## src/rtl/pipeline_idex_hazard_reg.sv

```systemverilog
// ID/EX pipeline register with integrated load-use hazard detection.
// Latches decoded operands and control from ID for EX one clock later. When
// the EX instruction is a load whose destination is read by the ID instruction,
// the block stalls PC and IF/ID and feeds LU_STALL bubbles into EX. A redirect
// resolved in EX (flush_IDEX) squashes the ID instruction and overrides stalls.
module pipeline_idex_hazard_reg #(
    parameter int LU_STALL = 1,   // bubbles per load-use hazard, 1..15
    parameter int CNT_W    = 16   // width of the saturating stall counter
) (
    input  logic             clk_IDEX,
    input  logic             rst_IDEX,
    input  logic             valid_ID,
    input  logic             flush_IDEX,
    input  logic [31:0]      PC_ID,
    input  logic [4:0]       Rd_addr_ID,
    input  logic [4:0]       Rs1_addr_ID,
    input  logic [4:0]       Rs2_addr_ID,
    input  logic             Rs1_used_ID,
    input  logic             Rs2_used_ID,
    input  logic [31:0]      Rs1_data_ID,
    input  logic [31:0]      Rs2_data_ID,
    input  logic [31:0]      Imm_ID,
    input  logic             ALUSrc_B_ID,
    input  logic             Branch_ID,
    input  logic             BranchN_ID,
    input  logic             MemRW_ID,
    input  logic             Jump_ID,
    input  logic             RegWrite_ID,
    input  logic [2:0]       ALU_control_ID,
    input  logic [1:0]       MemtoReg_ID,
    output logic [31:0]      PC_EX,
    output logic [4:0]       Rd_addr_EX,
    output logic [4:0]       Rs1_addr_EX,
    output logic [4:0]       Rs2_addr_EX,
    output logic             Rs1_used_EX,
    output logic             Rs2_used_EX,
    output logic [31:0]      Rs1_data_EX,
    output logic [31:0]      Rs2_data_EX,
    output logic [31:0]      Imm_EX,
    output logic             ALUSrc_B_EX,
    output logic             Branch_EX,
    output logic             BranchN_EX,
    output logic             MemRW_EX,
    output logic             Jump_EX,
    output logic             RegWrite_EX,
    output logic [2:0]       ALU_control_EX,
    output logic [1:0]       MemtoReg_EX,
    output logic             valid_EX,
    output logic             stall_IDEX,
    output logic [CNT_W-1:0] stall_cnt
);

    localparam logic [0:0] ST_RUN  = 1'b0;
    localparam logic [0:0] ST_HOLD = 1'b1;
    localparam logic [1:0] WB_LOAD = 2'b01;

    logic [0:0] state;
    logic [3:0] rem;
    logic       hazard;
    logic       take_id;

    // Load-use detection: a valid load in EX writing a non-zero register the ID instruction reads.
    // NOTE: always_comb assigns every output on every path, so no latch can be inferred.
    always_comb begin
        hazard = valid_EX & RegWrite_EX & (MemtoReg_EX == WB_LOAD) & (Rd_addr_EX != 5'd0) &
                 ((Rs1_used_ID & (Rs1_addr_ID == Rd_addr_EX)) |
                  (Rs2_used_ID & (Rs2_addr_ID == Rd_addr_EX))) &
                 valid_ID;
    end

    // A flush never stalls: the squashed ID slot is replaced by the redirect target.
    assign stall_IDEX = ~flush_IDEX & (hazard | (state == ST_HOLD));
    assign take_id    = (state == ST_RUN) & ~flush_IDEX & ~hazard;

    // Stall FSM: RUN passes instructions, HOLD counts down the extra load-use bubbles.
    // NOTE: sequential state uses non-blocking assignments so every register samples pre-edge values.
    always_ff @(posedge clk_IDEX or posedge rst_IDEX) begin
        if (rst_IDEX) begin
            state <= ST_RUN;
            rem   <= 4'd0;
        end else begin
            case (state)
                ST_RUN: begin
                    if (!flush_IDEX && hazard && (LU_STALL > 1)) begin
                        state <= ST_HOLD;
                        rem   <= 4'(LU_STALL - 1);
                    end
                end
                ST_HOLD: begin
                    if (flush_IDEX) begin
                        state <= ST_RUN;
                        rem   <= 4'd0;
                    end else begin
                        rem <= rem - 4'd1;
                        if (rem == 4'd1) begin
                            state <= ST_RUN;
                        end
                    end
                end
                default: begin
                    state <= ST_RUN;
                    rem   <= 4'd0;
                end
            endcase
        end
    end

    // ID/EX register: latch the ID instruction, or insert a bubble by clearing valid and side-effecting controls.
    always_ff @(posedge clk_IDEX or posedge rst_IDEX) begin
        if (rst_IDEX) begin
            PC_EX          <= 32'd0;
            Rd_addr_EX     <= 5'd0;
            Rs1_addr_EX    <= 5'd0;
            Rs2_addr_EX    <= 5'd0;
            Rs1_used_EX    <= 1'b0;
            Rs2_used_EX    <= 1'b0;
            Rs1_data_EX    <= 32'd0;
            Rs2_data_EX    <= 32'd0;
            Imm_EX         <= 32'd0;
            ALUSrc_B_EX    <= 1'b0;
            Branch_EX      <= 1'b0;
            BranchN_EX     <= 1'b0;
            MemRW_EX       <= 1'b0;
            Jump_EX        <= 1'b0;
            RegWrite_EX    <= 1'b0;
            ALU_control_EX <= 3'd0;
            MemtoReg_EX    <= 2'd0;
            valid_EX       <= 1'b0;
        end else if (take_id) begin
            PC_EX          <= PC_ID;
            Rd_addr_EX     <= Rd_addr_ID;
            Rs1_addr_EX    <= Rs1_addr_ID;
            Rs2_addr_EX    <= Rs2_addr_ID;
            Rs1_used_EX    <= Rs1_used_ID;
            Rs2_used_EX    <= Rs2_used_ID;
            Rs1_data_EX    <= Rs1_data_ID;
            Rs2_data_EX    <= Rs2_data_ID;
            Imm_EX         <= Imm_ID;
            ALUSrc_B_EX    <= ALUSrc_B_ID;
            Branch_EX      <= Branch_ID;
            BranchN_EX     <= BranchN_ID;
            MemRW_EX       <= MemRW_ID;
            Jump_EX        <= Jump_ID;
            RegWrite_EX    <= RegWrite_ID;
            ALU_control_EX <= ALU_control_ID;
            MemtoReg_EX    <= MemtoReg_ID;
            valid_EX       <= valid_ID;
        end else begin
            // Data fields are don't-care in a bubble and simply hold.
            ALUSrc_B_EX    <= 1'b0;
            Branch_EX      <= 1'b0;
            BranchN_EX     <= 1'b0;
            MemRW_EX       <= 1'b0;
            Jump_EX        <= 1'b0;
            RegWrite_EX    <= 1'b0;
            ALU_control_EX <= 3'd0;
            MemtoReg_EX    <= 2'd0;
            Rs1_used_EX    <= 1'b0;
            Rs2_used_EX    <= 1'b0;
            valid_EX       <= 1'b0;
        end
    end

    // Performance counter: counts stalled cycles and sticks at all-ones.
    always_ff @(posedge clk_IDEX or posedge rst_IDEX) begin
        if (rst_IDEX) begin
            stall_cnt <= '0;
        end else if (stall_IDEX && (stall_cnt != {CNT_W{1'b1}})) begin
            stall_cnt <= stall_cnt + 1'b1;
        end
    end

endmodule

```

## config.mk

```make
export PLATFORM = sky130hd
export DESIGN_NAME = pipeline_idex_hazard_reg
export DESIGN_NICKNAME = d
export VERILOG_FILES = /design/src/rtl/pipeline_idex_hazard_reg.sv
export SDC_FILE = /design/constraint.sdc
export NUM_CORES = 1
export LEC_CHECK = 0
export CORE_MARGIN = 8
export CORE_UTILIZATION = 38
export DETAILED_ROUTE_END_ITERATION = 10
export PLACE_DENSITY = 0.76
export SLEW_MARGIN = 20
export SYNTH_ARGS = -nofsm -noshare
export SYNTH_HDL_FRONTEND = slang
export SYNTH_SLANG_ARGS = --single-unit
```

## constraint.sdc

```tcl
create_clock -name clk_IDEX -period 6.75 [get_ports clk_IDEX]
set_input_delay 0.675 -clock clk_IDEX [delete_from_list [all_inputs] [get_ports clk_IDEX]]
set_output_delay 0.675 -clock clk_IDEX [all_outputs]
set_load 0.01 [all_outputs]
```

==> results of run 1 <==
-- report_power, final --
part           leakage, nW  internal (mW)  switching, mW  total (mW)
sequential            2.12           1.16         0.0496        1.21
clock                0.275          0.555          0.424       0.979
combinational         2.23          0.301          0.174       0.476
-- logic make-up after synthesis --
kind of cell,count (synthesis),synth area share (%)
flip-flops,178,63.9
multiplexers,145,23.4
buffers and inverters,27,2.89
AND/OR/NAND/NOR,62,5.03
XOR/XNOR,25,3.14
AO/OA/AOI/OAI,9,1.02
adder cells (fa/ha/maj),3,0.539
-- final cells by class --
| type | instances | area (sq um) | share of cell area [%] |
|---|---|---|---|
| Sequential cell | 178 | 4450 | 40.2 |
| Timing Repair Buffer | 337 | 3400 | 30.7 |
| Multi-Input combinational cell | 244 | 2310 | 20.9 |
| Clock buffer | 20 | 437 | 3.94 |
| Tap cell | 229 | 287 | 2.59 |
| Clock inverter | 12 | 149 | 1.35 |
| Inverter | 8 | 35.0 | 0.316 |
| Antenna cell | 1 | 2.50 | 0.0226 |
-- final timing paths --
| kind | start | end | slack, ns |
|---|---|---|---|
| setup / recovery | Rd_addr_EX[1]$_DFFE_PP0N_ | PC_EX[24]$_DFFE_PP0N_ | 3.30 |
| hold / removal | Imm_EX[30]$_DFFE_PP0N_ | Imm_EX[30]$_DFFE_PP0N_ | 0.48 |
| setup reg to reg | Rd_addr_EX[1]$_DFFE_PP0N_ | PC_EX[24]$_DFFE_PP0N_ | 3.30 |
| hold reg to reg | Imm_EX[30]$_DFFE_PP0N_ | Imm_EX[30]$_DFFE_PP0N_ | 0.48 |
| max in group asynchronous | rst_IDEX | Imm_EX[28]$_DFFE_PP0N_ | 4.52 |
| min in group asynchronous | rst_IDEX | Rs2_data_EX[14]$_DFFE_PP0N_ | 0.60 |
-- per-layer routing --
layer	up-vias	wire, um	GRT usage, %	part of all wire (%)
met5	-	0	0	0
met4	0	359	6.48	1.8
met3	26	2260	7.11	11
met2	231	9880	28.7	50
met1	2394	7390	18.5	37
li1	2237	-	-	-
-- cells in the mapped netlist (3+ instances only) --
library cell    n  share of area (%)
nor3_1          4               0.29
buf_4           4               0.43
mux2_2         44                7.1
xor2_1         13                1.6
nand3_1         8               0.57
nand4_1         4               0.36
and2_1         14                1.3
ha_1            3               0.54
nor4_1          6               0.54
xnor2_1        12                1.5
or3_1           3               0.27
dfrtp_1       178                 64
buf_6          11                1.8
mux2_1        100                 16
nand2_1        10               0.54
inv_1           8               0.43
nor2_1          5               0.27
-- per-stage QoR --
| stage | setup WS [ns] | hold WS, ns | total power [mW] |
|---|---|---|---|
| floorplan | 1.24 | 0.515 | 1.39 |
| global placement | 3.07 | 0.466 | 1.69 |
| detailed placement | 3.00 | 0.474 | 1.71 |
| CTS | 3.25 | 0.489 | 2.70 |
| global route | 3.11 | 0.501 | 2.77 |
| finish | 3.30 | 0.483 | 2.66 |
-- sequential cells by signal (all words and copies together) (netlist names), 2 cells and up --
signal and cells:
PC_EX 32, Imm_EX 32, stall_cnt 16, MemtoReg_EX 2, rem 4, Rs1_data_EX 32, Rs2_data_EX 32, Rd_addr_EX 5
Rs2_addr_EX 5, Rs1_addr_EX 5, ALU_control_EX 3
==> key figures, run 1 <==
Run status
  • Outcome: finished clean

Hold path
  • Hold Crit Depth: 1
  • Hold crit path type: reg2reg

Critical path
  • Setup CP Type: reg2reg
  • CP Depth: 6
  • Critical Path Sink Type: register
  • CP top delay family: simple AND/OR/NAND/NOR gates
  • Worst EP arrival: 3.75 ns
  • Crit-path max FO: 141
  • Critical path's largest stage delay: 0.83 ns
  • Worst Reg-to-Reg Cells: 6
  • Buffers plus inverters on the worst setup path: 1
  • Startpoint Class: register
  • Critical path cell sequence: or4_1, nor2_1, nor4_2, a211oi_4, buf_12, mux2_2
  • Slowest CP cell: a211oi_4
  • Critical Path RT: 7.05 ns

Clock network
  • Num CTS Buffers: 17
  • Setup bufs post-CTS: 0
  • TritonCTS clock tree: built
  • Clk Tree Root Cell: clkbuf_16
  • Skew-Pair Late Insertion Delay: 0.42 ns
  • Post-CTS sizing: 0
  • Max Buffers Root-to-Sink: 2
  • CTS clk-pin slew, worst paths: 0.07 ns
  • Num Clock Sinks: 178
  • # H-tree levels: 4
  • Post-CTS Hold Fix Bufs: 0

Route
  • Drt via density: 4.75
  • DRT Pass-1 Iters: 5
  • # DRC: 0
  • Routed Antenna Nets: 0
  • Initial detailed-routing violation count: 83
  • Via count: 4,888
  • Routed wire length: 19,900 um
  • WL/cell: 19.3 um

Layout
  • Synth-to-Final Area Change: 58.9%
  • Share of post-route cells with drive strength above 1: 10.0%
  • Final #Nets: 949
  • Util after Layout: 61.6%
  • Most frequent cells in the layout: 333 x clkdlybuf4s50_1, 178 x dfrtp_1, 100 x mux2_1, 44 x mux2_2, 17 x clkbuf_16
  • Fillcell total: 1,391
  • Most common cell after layout, fill and taps aside: clkdlybuf4s50_1
  • Post-Layout Cell Count: 1,029
  • Final Cell Area: 11,100 sq um

Die
  • Row Count: 49
  • Io pins: 334
  • Die Height: 151 um
  • Die area: 22,900 sq um
  • Die width: 151 um
  • Initial Utilization: 38.8%
  • Core Area: 18,000 sq um

Pwr
  • Power Density: 240 nW/um^2
  • Max IR drop VDD: 170 uV
  • Leakage power: 4.63 nW

Timing
  • Headroom to the max-slew limit: 34.4%
  • Skew final: 0.0115 ns
  • Slew @ Worst Pin: 0.982 ns
  • Final Setup Violations: 0
  • Sum Neg Setup Slack: 0 ns
  • Fmax: 290 MHz
  • Hold Vio Cnt, Final: 0
  • Max-slew violations: 0
  • Unrepaired setup endpoints after global routing: false
  • Crit share post-route: 51.1%
  • Minimum clock period: 3.45 ns

Logic synthesis
  • Synth cell types: 32
  • EDFF count, synth: 0
  • Mapped Cells: 449
  • Net count of the mapped netlist: 612
  • Mapped Avg Cell Area: 15.5 sq um
  • Yosys warning count: 0
  • Yosys reg bits: 178
  • Asr flop ratio synth: 100%
  • Post-synthesis sequential area ratio: 63.9%
  • Mapped Area: 6970 sq um
  • Ys flop type: dfrtp_1

Run
  • Max Cap Violations: 0

Place
  • DP Cell Count: 995
  • Buffers on Ports: 333
  • Cell Area, Placed: 10,500 sq um
  • Detailed placement HPWL: 15,300 um
  • GPL Wtd Cong: 0.775

Global route
  • Vias in the first global route: 5,532
  • Total track usage: 16.9%
  • Global-route wire length before repair: 30,100 um
  • Largest net degree at the start of global routing: 142
  • Antenna violations before repair: 1
  • Grt ovf: 0
(Power assumes the default switching activity.)
==> inputs of run 2 (changes only) <==
clock period = 3.31 ns   (was 6.75 ns; I/O delays follow)
==> key figures, run 2 (synthesis gave the netlist of run 1 again) <==
Run status
  • Outcome: finished clean

Layout
  • Share of post-route cells with drive strength above 1: 10.2% (+0.14 points)
  • Fillcell total: 1,386 (-0.36%)
  • Most common cell after layout, fill and taps aside: clkdlybuf4s50_1
  • Final #Nets: 951 (+0.21%)
  • ANT cells: 0 (-1)
  • Synth-to-Final Area Change: 59.9%
  • Util after Layout: 62.0% (+0.37 points)
  • Most frequent cells in the layout: 333 x clkdlybuf4s50_1, 178 x dfrtp_1, 100 x mux2_1, 44 x mux2_2, 17 x clkbuf_16

Critical path
  • Critical Path RT: 2.98 ns (-4.07 ns)
  • Setup CP Type: reg2out
  • Worst EP arrival: 2.55 ns (-1.20 ns)
  • Critical Path Sink Type: primary output
  • Startpoint Class: register
  • Crit-path max FO: 5 (-96%)

Die
  • Die Height: 151 um (unchanged)
  • Row Count: 49 (unchanged)
  • Die width: 151 um (unchanged)
  • Core Area: 18,000 sq um (unchanged)
  • Die area: 22,900 sq um (unchanged)
  • Initial Utilization: 38.8% (unchanged)
  • Io pins: 334 (unchanged)

Place
  • Buffers on Ports: 333 (unchanged)
  • GPL Wtd Cong: 0.765 (-1.3%)
  • Detailed placement HPWL: 15,900 um (+3.6%)

Clock network
  • Clk Tree Root Cell: clkbuf_16
  • CTS clk-pin slew, worst paths: 0.06 ns (about the same)
  • Post-CTS sizing: 0 (unchanged)
  • Setup bufs post-CTS: 0 (unchanged)
  • # H-tree levels: 4 (unchanged)
  • Max Buffers Root-to-Sink: 2 (unchanged)
  • Post-CTS Hold Fix Bufs: 0 (unchanged)
  • Skew-Pair Late Insertion Delay: 0.42 ns (about the same)
  • Num Clock Sinks: 178 (unchanged)
  • Num CTS Buffers: 17 (unchanged)
  • TritonCTS clock tree: built

Route
  • WL/cell: 19.7 um (+1.8%)
  • # DRC: 0 (unchanged)
  • Via count: 4,854 (-0.70%)
  • Initial detailed-routing violation count: 162 (+95%)
  • Routed wire length: 20,200 um (+1.6%)
  • Drt via density: 4.73 (-0.50%)
  • Routed Antenna Nets: 0 (unchanged)
  • DRT Pass-1 Iters: 4 (-1)

Timing
  • Max-slew violations: 0 (unchanged)
  • Unrepaired setup endpoints after global routing: false
  • Hold WS: 0.423 ns (-0.0594 ns)
  • Sum Neg Setup Slack: 0 ns (unchanged)
  • Skew final: 0.00921 ns (-0.00233 ns)
  • Final Setup Violations: 0 (unchanged)
  • Crit share post-route: 87.1%
  • Slew @ Worst Pin: 0.567 ns (-0.415 ns)
  • Fmax: 347 MHz
  • Hold Vio Cnt, Final: 0 (unchanged)
  • Headroom to the max-slew limit: 62.1% (+28 points)
  • Minimum clock period: 2.88 ns

Global route
  • Met3 global-route usage: 8.60% (+1.5 points)
  • Global route hottest layer: met2
  • Antenna violations before repair: 0 (-1)
  • Met2 Use GR: 30.4% (+1.7 points)
  • Global-route wire length before repair: 31,100 um (+3.2%)
  • Largest net degree at the start of global routing: 92 (-35%)
  • Total track usage: 17.8% (+0.86 points)
  • Vias in the first global route: 5,547 (+0.27%)
  • Met1 Use GR: 18.7% (+0.17 points)
  • Grt ovf: 0 (unchanged)

Pwr
  • Power Density: 499 nW/um^2 (+110%)
  • Pwr Total: 5.55 mW (+110%)
  • Max IR drop VDD: 347 uV (+100%)
  • Leakage power: 4.66 nW (+0.73%)

Run
  • Max Cap Violations: 0 (unchanged)

Hold path
  • Hold crit path type: in2async
run 2: cell count changes in the layout (fill, tap and decap cells not counted):
cell and change:
buf_12 +3, clkbuf_8 +3, bufinv_16 +2, clkbuf_1 -2, clkinv_4 -2, inv_6 -2, inv_8 -2, buf_16 -1
diode_2 -1
run 2: final cells by class:
type                            instances  area, sq um  share of cell area, %
Tap cell                              229          287                   2.57
Clock buffer                           21          470                   4.22
Inverter                                8         33.8                  0.303
Clock inverter                          8          153                   1.37
Multi-Input combinational cell        244         2310                   20.7
Sequential cell                       178         4450                   40.0
Timing Repair Buffer                  339         3430                   30.8
run 2: per-layer routing:
| metal | part of all wire, % | vias to the layer above |
|---|---|---|
| li1 | - | 2241 |
| met1 | 36 | 2356 |
| met5 | 0 | - |
| met4 | 2.2 | 0 |
| met2 | 50 | 227 |
| met3 | 12 | 30 |
run 2: stage by stage:
stage               cell area, sq um  std cells  setup slack (ns)
global placement               10500        998             0.542
floorplan                       6970        449             0.698
CTS                            11100       1027             0.312
finish                         11100       1027             0.426
detailed placement             10500        998             0.521
global route                   11100       1027             0.269
run 2: worst paths after layout:
check	start	to	slack (ns)	cells past startpoint
worst min-delay path	rst_IDEX	stall_cnt[14]$_DFFE_PP0P_	0.42	3
max in group asynchronous	rst_IDEX	stall_cnt[11]$_DFFE_PP0P_	2.49	3
min in group clk_IDEX	Jump_ID	Jump_EX$_DFF_PP0_	0.46	2
worst min register to register	PC_EX[7]$_DFFE_PP0N_	PC_EX[7]$_DFFE_PP0N_	0.49	1
worst max register to register	Rd_addr_EX[1]$_DFFE_PP0N_	PC_EX[23]$_DFFE_PP0N_	0.63	6
worst max-delay path	Rd_addr_EX[1]$_DFFE_PP0N_	stall_IDEX	0.43	6
run 2: report_power, final:
| part | internal (mW) | switching [mW] | leakage (nW) | total, mW |
|---|---|---|---|---|
| sequential | 2.36 | 0.100 | 2.12 | 2.46 |
| combinational | 0.618 | 0.360 | 2.24 | 0.978 |
| clock | 1.32 | 0.798 | 0.298 | 2.11 |
run 2: worst max-delay path, stage by stage (launching register included):
cell             delay, ns
dfrtp_1               0.46
or4_1                 0.57
nor2_1                0.14
nor4_2                0.07
a31oi_1               0.33
inv_1                 0.07
clkdlybuf4s50_1       0.49
==> inputs of run 3 (changes only) <==
CORE_MARGIN = 1   (was 8)
GPL_ROUTABILITY_DRIVEN = 0   (was not set)
==> key figures, run 3 (synthesis gave the netlist of run 1 again) <==
Run status
  • Outcome: finished clean

Global route
  • Antenna violations before repair: 0 (unchanged)
  • Grt ovf: 0 (unchanged)
  • Total track usage: 18.7% (+0.84 points)
  • Global-route wire length before repair: 26,600 um (-14%)
  • Largest net degree at the start of global routing: 93 (+1.1%)
  • Vias in the first global route: 5,120 (-7.7%)

Layout
  • Final #Nets: 952 (+0.11%)
  • Final Cell Area: 11,100 sq um (about the same)
  • Share of post-route cells with drive strength above 1: 10.6% (+0.45 points)
  • Register Area: 4450 sq um (unchanged)
  • Most common cell after layout, fill and taps aside: clkdlybuf4s50_1
  • Multi-input gate area: 2310 sq um (unchanged)
  • Most frequent cells in the layout: 333 x clkdlybuf4s50_1, 178 x dfrtp_1, 100 x mux2_1, 44 x mux2_2, 17 x clkbuf_16
  • Fillcell total: 1,348 (-2.7%)
  • ANT cells: 0 (unchanged)
  • Synth-to-Final Area Change: 59.9% (about the same)

Timing
  • Fmax: 339 MHz (-2.1%)
  • Hold Vio Cnt, Final: 0 (unchanged)
  • Headroom to the max-slew limit: 63.3% (+1.3 points)
  • Sum Neg Setup Slack: 0 ns (unchanged)
  • Crit share post-route: 89.0% (+1.9 points)
  • Slew @ Worst Pin: 0.548 ns (-0.0187 ns)
  • Max-slew violations: 0 (unchanged)
  • Unrepaired setup endpoints after global routing: false
  • Minimum clock period: 2.95 ns (+0.0625 ns)
  • Skew final: 0.0138 ns (+0.00457 ns)
  • Final Setup Violations: 0 (unchanged)

Critical path
  • Setup CP Type: reg2out
  • Worst EP arrival: 2.62 ns (+0.07 ns)
  • Crit-path max FO: 5 (unchanged)
  • Critical Path Sink Type: primary output
  • Startpoint Class: register
  • Critical Path RT: 2.98 ns (about the same)

Hold path
  • Hold crit path type: in2async

Place
  • Cell Area, Placed: 10,500 sq um (+0.19%)
  • Detailed placement HPWL: 13,300 um (-16%)
  • Buffers on Ports: 333 (unchanged)

Clock network
  • Num CTS Buffers: 17 (unchanged)
  • Clk Tree Root Cell: clkbuf_16
  • Skew-Pair Late Insertion Delay: 0.42 ns (about the same)
  • Post-CTS sizing: 0 (unchanged)
  • # H-tree levels: 4 (unchanged)
  • Post-CTS Hold Fix Bufs: 0 (unchanged)
  • Max Buffers Root-to-Sink: 2 (unchanged)
  • Num Clock Sinks: 178 (unchanged)
  • CTS clk-pin slew, worst paths: 0.07 ns (about the same)
  • TritonCTS clock tree: built
  • Setup bufs post-CTS: 0 (unchanged)

Die
  • Core Area: 18,000 sq um (unchanged)
  • Die Height: 137 um (-9.2%)
  • Die width: 137 um (-9.2%)
  • Row Count: 49 (unchanged)
  • Initial Utilization: 38.8% (unchanged)
  • Die area: 18,900 sq um (-18%)
  • Io pins: 334 (unchanged)

Pwr
  • Power Density: 490 nW/um^2 (-1.6%)
  • Max IR drop VDD: 397 uV (+14%)
  • Leakage power: 4.67 nW (+0.14%)

Run
  • Max Cap Violations: 0 (unchanged)

Route
  • Via count: 4,839 (-0.31%)
  • Routed Antenna Nets: 0 (unchanged)
  • Initial detailed-routing violation count: 127 (-22%)
  • DRT Pass-1 Iters: 4 (unchanged)
  • Routed wire length: 17,600 um (-13%)
  • # DRC: 0 (unchanged)
  • Drt via density: 4.69 (-0.70%)
  • WL/cell: 17.0 um (-13%)
[run 3: cell count changes in the layout (fill, tap and decap cells not counted), sizes merged]
cell,previous run,this run
clkinvlp,3,2
inv,8,11
buf,6,7
clkbuf,21,20
bufinv,4,2
clkinv,1,5
[run 3: critical path, cell delays in order (launching register included)]
cell and delay [ns]:
dfrtp_1 0.46, or4_1 0.55, nor2_1 0.15, nor4_2 0.08, a31oi_1 0.39, inv_1 0.07
clkdlybuf4s50_1 0.49
[run 3: layer usage]
metal	global-route usage (%)	vias to the layer above	share of wire [%]
li1	-	2244	-
met1	20.2	2343	37
met3	7.25	28	10
met4	8.30	0	2.6
met5	0	-	0
met2	32.2	224	51
[run 3: through the flow]
| stage | util, % | std cells | setup WS, ns | hold WS [ns] | total power, mW |
|---|---|---|---|---|---|
| final | 62.0 | 1031 | 0.364 | 0.448 | 5.46 |
| after global routing | 62.0 | 1031 | 0.251 | 0.468 | 5.70 |
| after CTS | 62.0 | 1031 | 0.322 | 0.455 | 5.54 |
| after detailed placement | 58.6 | 999 | 0.590 | 0.470 | 3.48 |
| after global placement | 58.6 | 999 | 0.609 | 0.466 | 3.45 |
| after floorplan | - | 449 | 0.698 | 0.420 | 2.83 |
[run 3: report_power, final]
| part | switching, mW | total (mW) | internal, mW |
|---|---|---|---|
| logic | 0.344 | 0.964 | 0.620 |
| registers | 0.103 | 2.46 | 2.36 |
| clock network | 0.864 | 2.04 | 1.17 |
| total | 1.31 | 5.46 | 4.15 |
[run 3: cell type report]
cell class / count / share of cell area, %
clock buffer: 20 / 4.10
clock inverter: 12 / 1.33
inverter: 8 / 0.303
multi-input combinational: 244 / 20.7
sequential: 178 / 40.0
tap: 229 / 2.57
timing repair buffer: 340 / 31.0
[run 3: path summary, 6_finish.rpt]
check / startpoint / endpoint / slack (ns) / depth (start not counted)
min in group clk_IDEX: MemtoReg_ID[0] / MemtoReg_EX[0]$_DFF_PP0_ / 0.48 / 2
setup reg to reg: Rd_addr_EX[1]$_DFFE_PP0N_ / Imm_EX[8]$_DFFE_PP0N_ / 0.70 / 6
max in group asynchronous: rst_IDEX / ALU_control_EX[1]$_DFF_PP0_ / 2.45 / 3
hold reg to reg: stall_cnt[5]$_DFFE_PP0P_ / stall_cnt[5]$_DFFE_PP0P_ / 0.48 / 1
hold / removal: rst_IDEX / PC_EX[5]$_DFFE_PP0N_ / 0.45 / 3
setup / recovery: Rd_addr_EX[1]$_DFFE_PP0N_ / stall_IDEX / 0.36 / 6
